[src/rtl/ex_hazard_ctrl_if.sv]
// ID-to-hazard-controller bundle: decoded operand/dest info in,
// stall/bubble and EX operand forward selects out.
interface ex_hazard_ctrl_if #(
  parameter int REG_AW = 5
);
  logic              id_valid;
  logic [REG_AW-1:0] id_rs;
  logic [REG_AW-1:0] id_rt;
  logic              id_use_rs;
  logic              id_use_rt;
  logic [REG_AW-1:0] id_dst;
  logic              id_we;
  logic              id_load;
  logic              id_muldiv;
  logic              flush;
  logic              stall;
  logic              bubble;
  logic [1:0]        fwd_a_sel;
  logic [1:0]        fwd_b_sel;

  modport master (
    output id_valid, id_rs, id_rt, id_use_rs, id_use_rt,
    output id_dst, id_we, id_load, id_muldiv, flush,
    input  stall, bubble, fwd_a_sel, fwd_b_sel
  );

  modport slave (
    input  id_valid, id_rs, id_rt, id_use_rs, id_use_rt,
    input  id_dst, id_we, id_load, id_muldiv, flush,
    output stall, bubble, fwd_a_sel, fwd_b_sel
  );
endinterface

[src/rtl/ex_hazard_ctrl.sv]
// EX-stage hazard/forwarding controller (load-use stall, ALU A/B selects).
// Define EX_HAZARD_MULDIV_STALL_EN to stall ID while a mult/div occupies EX.
module ex_hazard_ctrl #(
  parameter int REG_AW     = 5,
  parameter int MULDIV_LAT = 4
) (
  input logic              clk,
  input logic              rst,
  ex_hazard_ctrl_if.slave  bus
);

  logic [REG_AW-1:0] r_ex_dst;
  logic              r_ex_we;
  logic              r_ex_load;
  logic [REG_AW-1:0] r_mem_dst;
  logic              r_mem_we;
  logic [REG_AW-1:0] r_wb_dst;
  logic              r_wb_we;
  logic [1:0]        r_fwd_a;
  logic [1:0]        r_fwd_b;

  logic              w_hit_rs;
  logic              w_hit_rt;
  logic              w_hazard;
  logic              w_md_stall;
  logic              w_stall;
  logic              w_enter;
  logic [1:0]        w_sel_a;
  logic [1:0]        w_sel_b;

  function automatic logic [1:0] f_sel(
    input logic              use_r,
    input logic [REG_AW-1:0] r,
    input logic [REG_AW-1:0] ex_dst,
    input logic              ex_we,
    input logic              ex_load,
    input logic [REG_AW-1:0] mem_dst,
    input logic              mem_we
  );
    logic [1:0] s;
    s = 2'b00;
    if (use_r && r != '0) begin
      if (ex_we && !ex_load && r == ex_dst)
        s = 2'b01;
      else if (mem_we && r == mem_dst)
        s = 2'b10;
    end
    return s;
  endfunction

  assign w_hit_rs = bus.id_use_rs && (bus.id_rs == r_ex_dst);
  assign w_hit_rt = bus.id_use_rt && (bus.id_rt == r_ex_dst);
  assign w_hazard = bus.id_valid && r_ex_load && r_ex_we &&
                    (r_ex_dst != '0) && (w_hit_rs || w_hit_rt);

`ifdef EX_HAZARD_MULDIV_STALL_EN
  logic [2:0] r_busy;

  assign w_md_stall = bus.id_valid && (r_busy != 3'd0);

  // Flush does not clear the countdown; the unit is still busy
  always_ff @(posedge clk or posedge rst) begin
    if (rst)
      r_busy <= 3'd0;
    else if (w_enter && bus.id_muldiv)
      r_busy <= 3'(MULDIV_LAT - 1);
    else if (r_busy != 3'd0)
      r_busy <= r_busy - 3'd1;
  end
`else
  logic [3:0] w_unused_md;

  assign w_md_stall  = 1'b0;
  assign w_unused_md = {bus.id_muldiv, 3'(MULDIV_LAT)};
`endif

  // Flush wins over any stall source
  assign w_stall = (w_hazard || w_md_stall) && !bus.flush;
  assign w_enter = bus.id_valid && !w_stall && !bus.flush;

  assign w_sel_a = f_sel(bus.id_use_rs, bus.id_rs, r_ex_dst,
                         r_ex_we, r_ex_load, r_mem_dst, r_mem_we);
  assign w_sel_b = f_sel(bus.id_use_rt, bus.id_rt, r_ex_dst,
                         r_ex_we, r_ex_load, r_mem_dst, r_mem_we);

  always_ff @(posedge clk or posedge rst) begin
    if (rst) begin
      r_ex_dst  <= '0;
      r_ex_we   <= 1'b0;
      r_ex_load <= 1'b0;
      r_mem_dst <= '0;
      r_mem_we  <= 1'b0;
      r_wb_dst  <= '0;
      r_wb_we   <= 1'b0;
      r_fwd_a   <= 2'b00;
      r_fwd_b   <= 2'b00;
    end else begin
      r_wb_dst  <= r_mem_dst;
      r_wb_we   <= r_mem_we;
      r_mem_dst <= r_ex_dst;
      r_mem_we  <= r_ex_we;
      if (w_enter) begin
        r_ex_dst  <= bus.id_dst;
        r_ex_we   <= bus.id_we;
        r_ex_load <= bus.id_load;
        r_fwd_a   <= w_sel_a;
        r_fwd_b   <= w_sel_b;
      end else begin
        r_ex_dst  <= '0;
        r_ex_we   <= 1'b0;
        r_ex_load <= 1'b0;
        r_fwd_a   <= 2'b00;
        r_fwd_b   <= 2'b00;
      end
    end
  end

  // WB slot is debug-only: the register file is write-through
  logic [REG_AW:0] w_unused_wb;
  assign w_unused_wb = {r_wb_dst, r_wb_we};

  assign bus.stall     = w_stall;
  assign bus.bubble    = w_stall;
  assign bus.fwd_a_sel = r_fwd_a;
  assign bus.fwd_b_sel = r_fwd_b;

endmodule
[src/flat_wrapper.sv]
// flat-port wrapper written by rule: the top's interface ports become plain ports
module ex_hazard_ctrl_flat 
#(
  parameter int REG_AW     = 5,
  parameter int MULDIV_LAT = 4
)
  (clk, rst, bus_id_valid, bus_id_rs, bus_id_rt, bus_id_use_rs, bus_id_use_rt, bus_id_dst, bus_id_we, bus_id_load, bus_id_muldiv, bus_flush, bus_stall, bus_bubble, bus_fwd_a_sel, bus_fwd_b_sel);
  ex_hazard_ctrl_if #(.REG_AW(REG_AW)) bus_i ();
  input logic clk;
  input logic rst;
  input wire logic [$bits(bus_i.id_valid)-1:0] bus_id_valid;
  input wire logic [$bits(bus_i.id_rs)-1:0] bus_id_rs;
  input wire logic [$bits(bus_i.id_rt)-1:0] bus_id_rt;
  input wire logic [$bits(bus_i.id_use_rs)-1:0] bus_id_use_rs;
  input wire logic [$bits(bus_i.id_use_rt)-1:0] bus_id_use_rt;
  input wire logic [$bits(bus_i.id_dst)-1:0] bus_id_dst;
  input wire logic [$bits(bus_i.id_we)-1:0] bus_id_we;
  input wire logic [$bits(bus_i.id_load)-1:0] bus_id_load;
  input wire logic [$bits(bus_i.id_muldiv)-1:0] bus_id_muldiv;
  input wire logic [$bits(bus_i.flush)-1:0] bus_flush;
  output wire logic [$bits(bus_i.stall)-1:0] bus_stall;
  output wire logic [$bits(bus_i.bubble)-1:0] bus_bubble;
  output wire logic [$bits(bus_i.fwd_a_sel)-1:0] bus_fwd_a_sel;
  output wire logic [$bits(bus_i.fwd_b_sel)-1:0] bus_fwd_b_sel;
  assign bus_i.id_valid = bus_id_valid;
  assign bus_i.id_rs = bus_id_rs;
  assign bus_i.id_rt = bus_id_rt;
  assign bus_i.id_use_rs = bus_id_use_rs;
  assign bus_i.id_use_rt = bus_id_use_rt;
  assign bus_i.id_dst = bus_id_dst;
  assign bus_i.id_we = bus_id_we;
  assign bus_i.id_load = bus_id_load;
  assign bus_i.id_muldiv = bus_id_muldiv;
  assign bus_i.flush = bus_flush;
  assign bus_stall = bus_i.stall;
  assign bus_bubble = bus_i.bubble;
  assign bus_fwd_a_sel = bus_i.fwd_a_sel;
  assign bus_fwd_b_sel = bus_i.fwd_b_sel;
  ex_hazard_ctrl #(.REG_AW(REG_AW), .MULDIV_LAT(MULDIV_LAT)) u_core (.clk(clk), .rst(rst), .bus(bus_i));
endmodule
[config.mk]
export PLATFORM = sky130hd
export DESIGN_NAME = ex_hazard_ctrl_flat
export DESIGN_NICKNAME = d
export VERILOG_FILES = /design/src/rtl/ex_hazard_ctrl_if.sv /design/src/rtl/ex_hazard_ctrl.sv /design/src/flat_wrapper.sv
export SDC_FILE = /design/constraint.sdc
export NUM_CORES = 1
export LEC_CHECK = 0
export CAP_MARGIN = 15
export CELL_PAD_IN_SITES_DETAIL_PLACEMENT = 0
export CELL_PAD_IN_SITES_GLOBAL_PLACEMENT = 1
export CORE_UTILIZATION = 35
export DETAILED_ROUTE_END_ITERATION = 10
export GPL_ROUTABILITY_DRIVEN = 0
export HOLD_SLACK_MARGIN = 0.02
export MAX_ROUTING_LAYER = met4
export PLACE_DENSITY_LB_ADDON = 0.1
export SYNTH_ARGS = -nofsm -noshare
export SYNTH_HDL_FRONTEND = slang
export SYNTH_SLANG_ARGS = --single-unit
[constraint.sdc]
create_clock -name clk -period 3.5 [get_ports clk]
set_clock_uncertainty 0.05 [all_clocks]
set_input_delay 0.525 -clock clk [delete_from_list [all_inputs] [get_ports clk]]
set_output_delay 0.525 -clock clk [all_outputs]
set_load 0.05 [all_outputs]
# Word level (Yosys, flattened, before mapping)
# Index checks and enable logic that the tools add are counted.
dict set report totals {
  ff_bits 17
  inputBits 24
  out_inout_bits 6
  word_cells 45
}
dict set report classes {
  n_eq_ne 4
  mux 11
  reduce_logical 23
}
# operator n
set op_table {}
lappend op_table {{$eq A5 B5 Y1} 4}
lappend op_table {{$logic_and A1 B1 Y1} 16}
lappend op_table {{$mux W2} 8}
lappend op_table {{$reduce_bool A5 Y1} 3}
lappend op_table {{$mux W5} 1}
lappend op_table {{$logic_not A1 Y1} 3}
lappend op_table {{$mux W1} 2}
lappend op_table {{$logic_or A1 B1 Y1} 1}

# Logic depth before layout (Yosys ltp)
dict set report logic_depth {
  ltp_word 9
  ltp_mapped 5
  mapped_depth_nobuf 4
}

# Worst setup path after synthesis
# Ideal clock, no wire load.
dict set report synth_path {
  path_kind {input to output}
  startpoint {input port bus_id_rs[4]}
  endpoint {output port bus_stall}
  arrival_ns 1.985
  required_time_ns 2.925
  slack_ns 0.940
  cell_stages 5
  n_path_buf 1
  cell_sequence {xnor2_1 > nand3_1 > nor4_2 > or2_2 > buf_4}
}
dict set report synth_between {
  elab_chain_cells 5
}
# item line
set synth_lines {}
lappend synth_lines {{from (decl)} flat_wrapper.sv:12} ;# input wire logic [$bits(bus_i.id_rs)-1:0] bus_id_rs;
lappend synth_lines {{$eq A5 B5 Y1} ex_hazard_ctrl.sv:51} ;# assign w_hit_rs = bus.id_use_rs && (bus.id_rs == r_ex_dst);
lappend synth_lines {{$logic_and A1 B1 Y1} ex_hazard_ctrl.sv:51}
lappend synth_lines {{$logic_or A1 B1 Y1} ex_hazard_ctrl.sv:54} ;# (r_ex_dst != '0) && (w_hit_rs || w_hit_rt);
lappend synth_lines {{$logic_and A1 B1 Y1} ex_hazard_ctrl.sv:54}
lappend synth_lines {{$logic_and A1 B1 Y1} ex_hazard_ctrl.sv:78} ;# assign w_stall = (w_hazard || w_md_stall) && !bus.flush;
lappend synth_lines {{to (decl)} flat_wrapper.sv:21} ;# output wire logic [$bits(bus_i.stall)-1:0] bus_stall;
# No other way between the ends.

# Worst setup path after layout
dict set report layout_path {
  startpoint {register u_core.r_ex_dst[2]}
  endpoint {output port bus_stall}
}
dict set report layout_between {
  elab_chain_cells 5
  elab_cells_between_ends 9
  cone_classes {2 x eq/ne; 7 x reduce/logical}
}
# item line
set layout_lines {}
lappend layout_lines {{from (decl)} ex_hazard_ctrl.sv:12} ;# logic [REG_AW-1:0] r_ex_dst;
lappend layout_lines {{from (signal assigned)} ex_hazard_ctrl.sv:103} ;# r_ex_dst <= bus.id_dst;
lappend layout_lines {{$eq A5 B5 Y1, on equally long branches} {ex_hazard_ctrl.sv:51, ex_hazard_ctrl.sv:52}}
lappend layout_lines {{$logic_and A1 B1 Y1, on equally long branches} {ex_hazard_ctrl.sv:51, ex_hazard_ctrl.sv:52}}
lappend layout_lines {{$logic_or A1 B1 Y1} ex_hazard_ctrl.sv:54}
lappend layout_lines {{$logic_and A1 B1 Y1 *} ex_hazard_ctrl.sv:54}
lappend layout_lines {{$logic_and A1 B1 Y1 *} ex_hazard_ctrl.sv:78}
# Mark *: on every way between the ends. The rest lies on a longest branch, timed or not.

==> flow_metrics.env <==
export IMPL_outcome="finished, final reports clean"
export IMPL_drc=0
export IMPL_clock_latency_ns=0.28
export IMPL_cap_violations=0
export IMPL_syn_avg_cell_area_sq_um=10.3
export IMPL_antenna_found_initial=0
export IMPL_pin_count=30
export IMPL_diodes=0
export IMPL_slew_headroom=0.569
export IMPL_grt_pass1_wl_mm=3.44
export IMPL_routedWlPerCell_microns=13.0
export IMPL_drive_gt1_frac=0.117
export IMPL_nets=145
export IMPL_power_uw=380
export IMPL_synthesis_nets=112
export IMPL_dp_final_hpwl_mm=1.55
export IMPL_synthesis_area_sq_um=910
export IMPL_clock_fmax_mhz=357
export IMPL_peakVddDrop_mv=0.187
export IMPL_syn_to_final_growth_pct=39.9
export IMPL_die_area_sq_mm=0.00281
export IMPL_crit_type="reg -> out"
export IMPL_final_setup_worst_slack_ns=0.700
export IMPL_hold_class="reg -> reg"
export IMPL_grt_ovfl_total=0
export IMPL_crit_path_max_fanout=11
export IMPL_rsz0062_at_grt="no"
export IMPL_powerDensity_mw_per_mm2=299
export IMPL_cts_sinks=17
export IMPL_routed_wl_mm=1.94
export IMPL_antenna_left=0
export IMPL_period_share=0.800
export IMPL_grt_pass1_vias=769
export IMPL_cts_resized_gates=0
export IMPL_critical_path_max_stage_delay_ns=0.56
export IMPL_rows=18
export IMPL_clockBufferDepth=2
export IMPL_floorplan_initialDensity=0.367
export IMPL_port_buffers=28
export IMPL_drt_first_iter_violations=3
export IMPL_synth_warnings=0
export IMPL_period_needed_ns=2.80
export IMPL_finalSetupViolCount=0
export IMPL_worstMarginPinSlew_ns=0.646
export IMPL_p_leak_nw=0.493
export IMPL_grtUsageTotal=0.179
export IMPL_grt_start_max_net_pins=18
export IMPL_yosysUniqueCellTypes=25
export IMPL_firstDrtPassIters=3
export IMPL_synth_seq_cells=17
export IMPL_place_area_sq_mm=0.00125
export IMPL_dp_slack_ns=0.790
export IMPL_syn_inst=88
export IMPL_htreeDepth=1
export IMPL_cp_end_kind="primary output"
export IMPL_critPathRequiredTime_ns=2.92
export IMPL_critPathArrivalTime_ns=2.23
export IMPL_hold_viol=0
export IMPL_cts_setup_buffers=0
export IMPL_worstPathCellList="or4_4 -> o2111ai_2 -> nor3_2 -> buf_4 -> or2_2 -> buf_12"
export IMPL_via_per_inst=4.97
export IMPL_hold_buffers=0
export IMPL_die_height_microns=53.0
export IMPL_yosysSeqAreaShare=0.468
export IMPL_die_w_microns=53.0
export IMPL_root_buffer="clkbuf_4"
export IMPL_tns_ns=0
export IMPL_cp_start_kind="flop"
export IMPL_clk_pin_slew_ns=0.10
export IMPL_cts_made_buffers=3
export IMPL_design_area_sq_mm=0.00127
export IMPL_maxSlewViolCount=0
export IMPL_core_sq_mm=0.00248
export IMPL_cts_tree="yes"
export IMPL_slowest_stage="or4_4"
export IMPL_via_count=746
per-layer routing:
metal  part of all wire  wire [microns]  global-route usage  vias to the layer above
li1                   -               -                   -                      375
met1               0.45             882               0.220                      345
met2               0.48             940               0.289                       21
met3              0.044              86              0.0345                        5
met4              0.017              34              0.0658                        0
met5                  0               0                   -                        -
cell usage after synthesis (all sizes together):
master | number | area [sq um]
xnor2 | 18 | 158
dfrtp | 17 | 425
nand2 | 11 | 41.3
nor3 | 10 | 55.1
or4 | 5 | 41.3
nor4 | 4 | 37.5
buf | 3 | 23.8
nand3 | 3 | 15.0
o21ai | 3 | 15.0
inv | 2 | 7.51
nand4 | 2 | 12.5
xor2 | 2 | 17.5
a211oi | 1 | 7.51
and3b | 1 | 8.76
nand2b | 1 | 6.26
nor2 | 1 | 3.75
nor2b | 1 | 6.26
o2111ai | 1 | 15.0
or2 | 1 | 6.26
or3 | 1 | 6.26
worst paths after layout:
| path | start | endpoint | slack (ns) | cells past startpoint |
|---|---|---|---|---|
| worst max-delay path | u_core.r_ex_dst[2] | bus_stall | 0.70 | 6 |
| worst min-delay path | u_core.r_ex_we | u_core.r_mem_we | 0.37 | 0 |
| worst max register to register | u_core.r_ex_dst[2] | u_core.bus.fwd_b_sel[1] | 1.68 | 5 |
| worst min register to register | u_core.r_ex_we | u_core.r_mem_we | 0.37 | 0 |
| max in group asynchronous | rst | u_core.bus.fwd_b_sel[1] | 2.41 | 2 |
| min in group asynchronous | rst | u_core.r_ex_dst[0] | 0.57 | 2 |
report_power, final:
part           internal [mW]  switching (mW)
logic                 0.0409          0.0287
registers              0.202         0.00683
clock network         0.0443          0.0571
layout make-up:
class	instances	area [sq um]
Fill cell	247	1200
Multi-Input combinational cell	66	453
Sequential cell	17	425
Timing Repair Buffer	31	323
Tap cell	30	37.5
Clock buffer	4	26.3
Inverter	2	7.51
per-stage QoR:
stage / hold slack [ns] / std cells / util
after floorplan: 0.317 / 88 / -
final: 0.372 / 150 / 0.514
after global routing: 0.385 / 150 / 0.514
after detailed placement: 0.349 / 146 / 0.503
after global placement: 0.336 / 146 / 0.503
after CTS: 0.374 / 150 / 0.514
cell families after synthesis:
group,Yosys count,synth area share
DFF,17,0.468
xor gates and xnor gates,20,0.193
and+or+nand+nor,41,0.264
buffers and inverters,5,0.0344
AOI/OAI and AO/OA,5,0.0413
worst max-delay path, delay by kind of cell (launching register included):
family	cells	cell delay (ns)
buffers and inverters	2	0.33
AO/OA/AOI/OAI	1	0.20
AND/OR/NAND/NOR	3	0.96
flip-flops	1	0.44
cell usage in the layout (no fill, tap or decap):
master,synthesis,final
nand2_1,11,11
nor4_1,2,2
xor2_1,2,2
nand4_1,2,2
or3_1,1,1
nand2b_1,1,1
clkbuf_1,0,1
nor3_1,9,9
xnor2_1,18,18
clkdlybuf4s50_1,0,26
a211oi_1,1,1
inv_1,2,2
nor2b_1,1,1
clkbuf_4,0,3
o2111ai_2,1,1
nor3_2,1,1
buf_12,0,2
or4_1,4,4
nor4_2,2,2
dfrtp_1,17,17
nor2_1,1,1
o21ai_0,3,3
or4_4,1,1
buf_4,1,3
and3b_1,1,1
or2_2,1,1
nand3_1,3,3
registers in the layout, indices dropped and copies added, names as in the netlist:
register and flops:
u_core.r_ex_dst 5, u_core.r_mem_dst 5, u_core.bus.fwd_a_sel 2, u_core.bus.fwd_b_sel 2, u_core.r_ex_load 1, u_core.r_ex_we 1, u_core.r_mem_we 1
No activity file was read; power rests on OpenSTA's default activity.
==> edit 1 (config.mk and constraints unchanged) <==
Take the reset off `r_mem_dst` and load it in a clocked block of its own.
--- a/src/rtl/ex_hazard_ctrl.sv
+++ b/src/rtl/ex_hazard_ctrl.sv
@@ -88,7 +88,6 @@
       r_ex_dst  <= '0;
       r_ex_we   <= 1'b0;
       r_ex_load <= 1'b0;
-      r_mem_dst <= '0;
       r_mem_we  <= 1'b0;
       r_wb_dst  <= '0;
       r_wb_we   <= 1'b0;
@@ -97,7 +96,6 @@
     end else begin
       r_wb_dst  <= r_mem_dst;
       r_wb_we   <= r_mem_we;
-      r_mem_dst <= r_ex_dst;
       r_mem_we  <= r_ex_we;
       if (w_enter) begin
         r_ex_dst  <= bus.id_dst;
@@ -115,6 +113,10 @@
     end
   end
 
+  always_ff @(posedge clk) begin
+    r_mem_dst <= r_ex_dst;
+  end
+
   // WB slot is debug-only: the register file is write-through
   logic [REG_AW:0] w_unused_wb;
   assign w_unused_wb = {r_wb_dst, r_wb_we};
Function: same outputs for any inputs over 10 cycles, from zero or initial values and one cycle with rst high; that may be too few to reach the edited logic, so the function may still have changed.
==> edit 1 against the unedited design <==
Wire length down 4.2%; sequential share of layout area down 1.3 points; critical path type unchanged; total power shrank 0.30%; setup slack got worse by 0.017 ns; final cell count decreased by 1.3%; area after synthesis is 2.8% lower; combinational power fell by 2%; sequential cell count stayed put; cell area shrank 2.2%.
==> edit 1: results (changes against the unedited design) <==
* Sw frac at 24.4% (about the same)
* Largest regs: u_core.r_ex_dst (5), u_core.r_mem_dst (5) (unchanged)
* GRT Total Usage at 16.8% (was 17.9%)
* Largest net degree at the start of global routing at 13 (was 18)
* Top post-synthesis cells by area: dfrtp_1 34%, xnor2_1 18%, dfxtp_1 11% (was dfrtp_1 47%, xnor2_1 17%, nor3_1 5.0%)
* Syn nets at 112 (unchanged)
* Proportion of layout cells with a drive suffix above 1 at 11.7% (unchanged)
* Slowest stage delay, CP at about 0.57 ns
* Yosys cell types at 26 (was 25)
* CP max-delay cell: or4_4 (unchanged)
* Sequential area share after synthesis at 45.3% (was 46.8%)
* Clock Path Buffers at 2 (unchanged)
* First-pass GRT wire length at 3.15 mm (was 3.44 mm)
* Lkg Pwr at 0.467 nW (was 0.493 nW)
* Vias/cell at 4.84 (was 4.97)
* Root buffer cell: clkbuf_4 (unchanged)
* Ys async rst share at 70.6% (was 100%)
* Fill cells at 230 (was 247)
* WL per Instance at 12.6 um (was 13.0 um)
* DRT Pass-1 Iters at 4 (was 3)
* Iteration-0 DRC Markers at 4 (was 3)
* Worst Max-Slew Pin Slew at 0.489 ns (was 0.646 ns)
* Outcome: completed (unchanged)
* Arrival time at the worst endpoint at 2.24 ns
* Top-count cell post-synth: xnor2_1 (unchanged)
* Post-synth top cells: 18 x xnor2_1, 12 x dfrtp_1, 11 x nand2_1 (was 18 x xnor2_1, 17 x dfrtp_1, 11 x nand2_1)
* Vias in the first global route at 737 (was 769)
* Antenna cells at 0 (unchanged)
* Final HPWL DP at 1.54 mm (was 1.55 mm)
* Worst Path Max Fanout at 11 (unchanged)
* Max VDD drop at 0.000187 V (about the same)
-- edit 1: cell count changes after synthesis, sizes merged --
cell	change
dfxtp	+5
dfrtp	-5
-- edit 1: through the flow --
stage | worst slack, ns | total power, W | hold WS [ns] | instances | cell area, sq um
final | 0.683 | 0.000379 | 0.377 | 148 | 1240
after global routing | 0.602 | 0.000405 | 0.382 | 148 | 1240
after CTS | 0.658 | 0.000385 | 0.373 | 148 | 1240
after detailed placement | 0.773 | 0.000280 | 0.351 | 144 | 1220
after global placement | 0.795 | 0.000280 | 0.336 | 144 | 1220
after floorplan | 0.940 | 0.000243 | 0.317 | 88 | 885
-- edit 1: worst max-delay path, delay by kind of cell (launching register included) --
kind / cells / cell delay, ns
compound gates: 1 / 0.20
buf+inv: 2 / 0.34
flops: 1 / 0.44
simple gates: 3 / 0.98
-- edit 1: area by class of cell --
class | instances | area share, %
clock buffer | 4 | 2.11
inverter | 2 | 0.603
multi-input combinational | 66 | 36.4
sequential | 17 | 32.2
tap | 28 | 2.81
timing repair buffer | 31 | 25.9
-- edit 1: path summary, 6_finish.rpt --
path	slack (ns)	cells after the start	startpoint	endpoint
max	0.68	6	u_core.r_ex_dst[2]	bus_stall
min	0.38	0	u_core.r_ex_we	u_core.r_mem_we
max reg2reg	1.68	5	u_core.r_ex_dst[2]	u_core.bus.fwd_b_sel[1]
min reg2reg	0.38	0	u_core.r_ex_we	u_core.r_mem_we
max in group asynchronous	2.61	2	rst	u_core.r_ex_dst[0]
min in group asynchronous	0.48	2	rst	u_core.bus.fwd_b_sel[1]
-- edit 1: cell families after synthesis --
family	synth area share [%]
AOI/OAI and AO/OA	4.24
and+or+nand+nor	27.2
DFF	45.3
buffers and inverters	3.54
xor gates and xnor gates	19.8
-- edit 1: metal layers --
layer  up-vias  wire (um)  GRT usage (%)
met3         2         92           3.48
met2        21        873           27.1
met1       325        887           19.9
met4         0          9           7.89
met5         -          0              -
li1        369          -              -
-- edit 1: power groups by stage --
stage	Clock, W	Sequential, W	Combinational (W)
6_report	0.000103	0.000208	0.0000679
5_1_grt	0.000121	0.000209	0.0000747
4_1_cts	0.000108	0.000208	0.0000686
3_5_place_dp	0	0.000212	0.0000681
3_3_place_gp	0	0.000212	0.0000676
2_1_floorplan	0	0.000210	0.0000330
==> edit 2 (config.mk and constraints unchanged) <==
Made on the original files. The option `EX_HAZARD_MULDIV_STALL_EN` is turned on by a define.
--- a/src/rtl/ex_hazard_ctrl.sv
+++ b/src/rtl/ex_hazard_ctrl.sv
@@ -1,5 +1,7 @@
 // EX-stage hazard/forwarding controller (load-use stall, ALU A/B selects).
 // Define EX_HAZARD_MULDIV_STALL_EN to stall ID while a mult/div occupies EX.
+`define EX_HAZARD_MULDIV_STALL_EN
+
 module ex_hazard_ctrl #(
   parameter int REG_AW     = 5,
   parameter int MULDIV_LAT = 4
Function: changed (Yosys sat finds a counterexample within 4 cycles, from zero or initial values and one cycle with rst high).
==> edit 2 against the unedited design <==
Cell area up 8.7%; setup slack got worse by 0.024 ns; wire length increased by 8.7%; critical path type is now in -> out; area after synthesis increased by 13%; count of clock-buffer cells in the layout shrank 1; sequential cell count grew 3.
Power is not compared: it rests on default switching activity, and its combinational part moved more than twofold at a synthesized area within 25%.
==> edit 2: results (changes against the unedited design) <==
* Outcome: completed (unchanged)
* WL per Instance at 13.6 um (was 13.0 um)
* Arrival time at the worst endpoint at 2.25 ns (was 2.23 ns)
* Input/output buffers at 29 (was 28)
* GRT Total Usage at 15.0% (was 17.9%)
* Final HPWL DP at 1.65 mm (was 1.55 mm)
* Vias at 764 (was 746)
* Post-synth top cells: 20 x dfrtp_1, 11 x xnor2_1, 10 x and3_1, 10 x xor2_1, 5 x or4_1 (was 18 x xnor2_1, 17 x dfrtp_1, 11 x nand2_1)
* Sequential area share after synthesis at 48.8% (was 46.8%)
* Sequential Power Share at 43.3%
* Iteration-0 DRC Markers at 21 (was 3)
* Worst Max-Slew Pin Slew at 0.761 ns (was 0.646 ns)
* Synthesized area per cell at 10.9 sq um (was 10.3 sq um)
* Vias/cell at 4.93 (was 4.97)
* Ys async rst share at 100% (unchanged)
* Nets at 151 (was 145)
* Root buffer cell: clkbuf_4 (unchanged)
* Post-CTS setup repair buffer count at 0 (unchanged)
* Lkg Pwr at 0.648 nW
* CP max-delay cell: clkdlybuf4s50_1 (was or4_4)
* Internal power at 0.000470 W
* CP startpoint: bus_id_rs[1] (was u_core.r_ex_dst[2])
* WHS at 0.355 ns (was 0.372 ns)
* Antenna cells at 0 (unchanged)
* DRT Pass-1 Iters at 4 (was 3)
* CTS Buf Count at 3 (unchanged)
* Combinational power at 0.000181 W
* Clock Path Buffers at 2 (unchanged)
* Slowest stage delay, CP at 0.53 ns (was 0.56 ns)
* Worst path top cell family by delay: buffers and inverters (was simple AND/OR/NAND/NOR gates)
* Drc violations at 0 (unchanged)
* Flop-to-flop setup slack at 1.70 ns (was 1.68 ns)
* H-tree Lvls at 1 (unchanged)
* Yosys cell types at 25 (unchanged)
* HP Start: u_core.r_ex_we (unchanged)
* CTS resizes at 0 (unchanged)
* Largest net degree at the start of global routing at 21 (was 18)
* Worst Path Max Fanout at 14 (was 11)
* Largest regs: u_core.r_ex_dst (5), u_core.r_mem_dst (5), u_core.r_busy (3) (was u_core.r_ex_dst (5), u_core.r_mem_dst (5))
* Worst-Skew Late Latency at 0.29 ns
* First-pass GRT wire length at 3.56 mm (was 3.44 mm)
* Vias in the first global route at 777 (was 769)
* Syn nets at 120 (was 112)
* Proportion of layout cells with a drive suffix above 1 at 6.45% (was 11.7%)
* Top post-synthesis cells by area: dfrtp_1 49%, xnor2_1 9.4%, xor2_1 8.5% (was dfrtp_1 47%, xnor2_1 17%, nor3_1 5.0%)
* Worst r2r src: u_core.r_ex_dst[1] (was u_core.r_ex_dst[2])
edit 2: changes by cell type after synthesis, sizes merged, moves of 3 or more:
cell,before,now
nand2,11,3
dfrtp,17,20
xnor2,18,11
xor2,2,10
nor3,10,2
and3,0,10
edit 2: cells by family after synthesis:
| logic type | count (synthesis) | share of synthesized area, % |
|---|---|---|
| AO/OA/AOI/OAI | 8 | 5.62 |
| XOR/XNOR | 21 | 17.9 |
| adder cells (fa/ha/maj) | 2 | 2.44 |
| buffers and inverters | 7 | 3.30 |
| flip-flops | 20 | 48.8 |
| multiplexers | 1 | 1.10 |
| AND/OR/NAND/NOR | 35 | 20.8 |
edit 2: path summary, 6_finish.rpt:
check / to / cells past startpoint
worst min-delay path: u_core.r_mem_we / 0
min in group asynchronous: u_core.bus.fwd_b_sel[0] / 2
max in group asynchronous: u_core.r_mem_dst[0] / 2
worst max-delay path: bus_bubble / 7
worst min register to register: u_core.r_mem_we / 0
worst max register to register: u_core.bus.fwd_b_sel[1] / 3
edit 2: area by class of cell:
cell class	instances	area (sq um)
Sequential cell	20	500
Clock inverter	1	30.0
Fill cell	251	1380
Clock buffer	3	22.5
Multi-Input combinational cell	67	490
Tap cell	31	38.8
Timing Repair Buffer	29	285
Inverter	4	15.0
edit 2: stage by stage:
step                power [W]  instance area (sq um)  setup WS [ns]
global route         0.000687                   1380          0.521
CTS                  0.000651                   1380          0.663
floorplan            0.000408                   1020          0.830
detailed placement   0.000464                   1330          0.696
global placement     0.000460                   1330          0.729
finish               0.000644                   1380          0.676
edit 2: routing by layer:
layer | vias to the layer above | track usage (%) | wire (um)
met3 | 4 | 3.02 | 101
met1 | 345 | 21.7 | 1090
li1 | 391 | - | -
met2 | 24 | 21.4 | 894
met4 | 0 | 4.18 | 29
met5 | - | - | 0
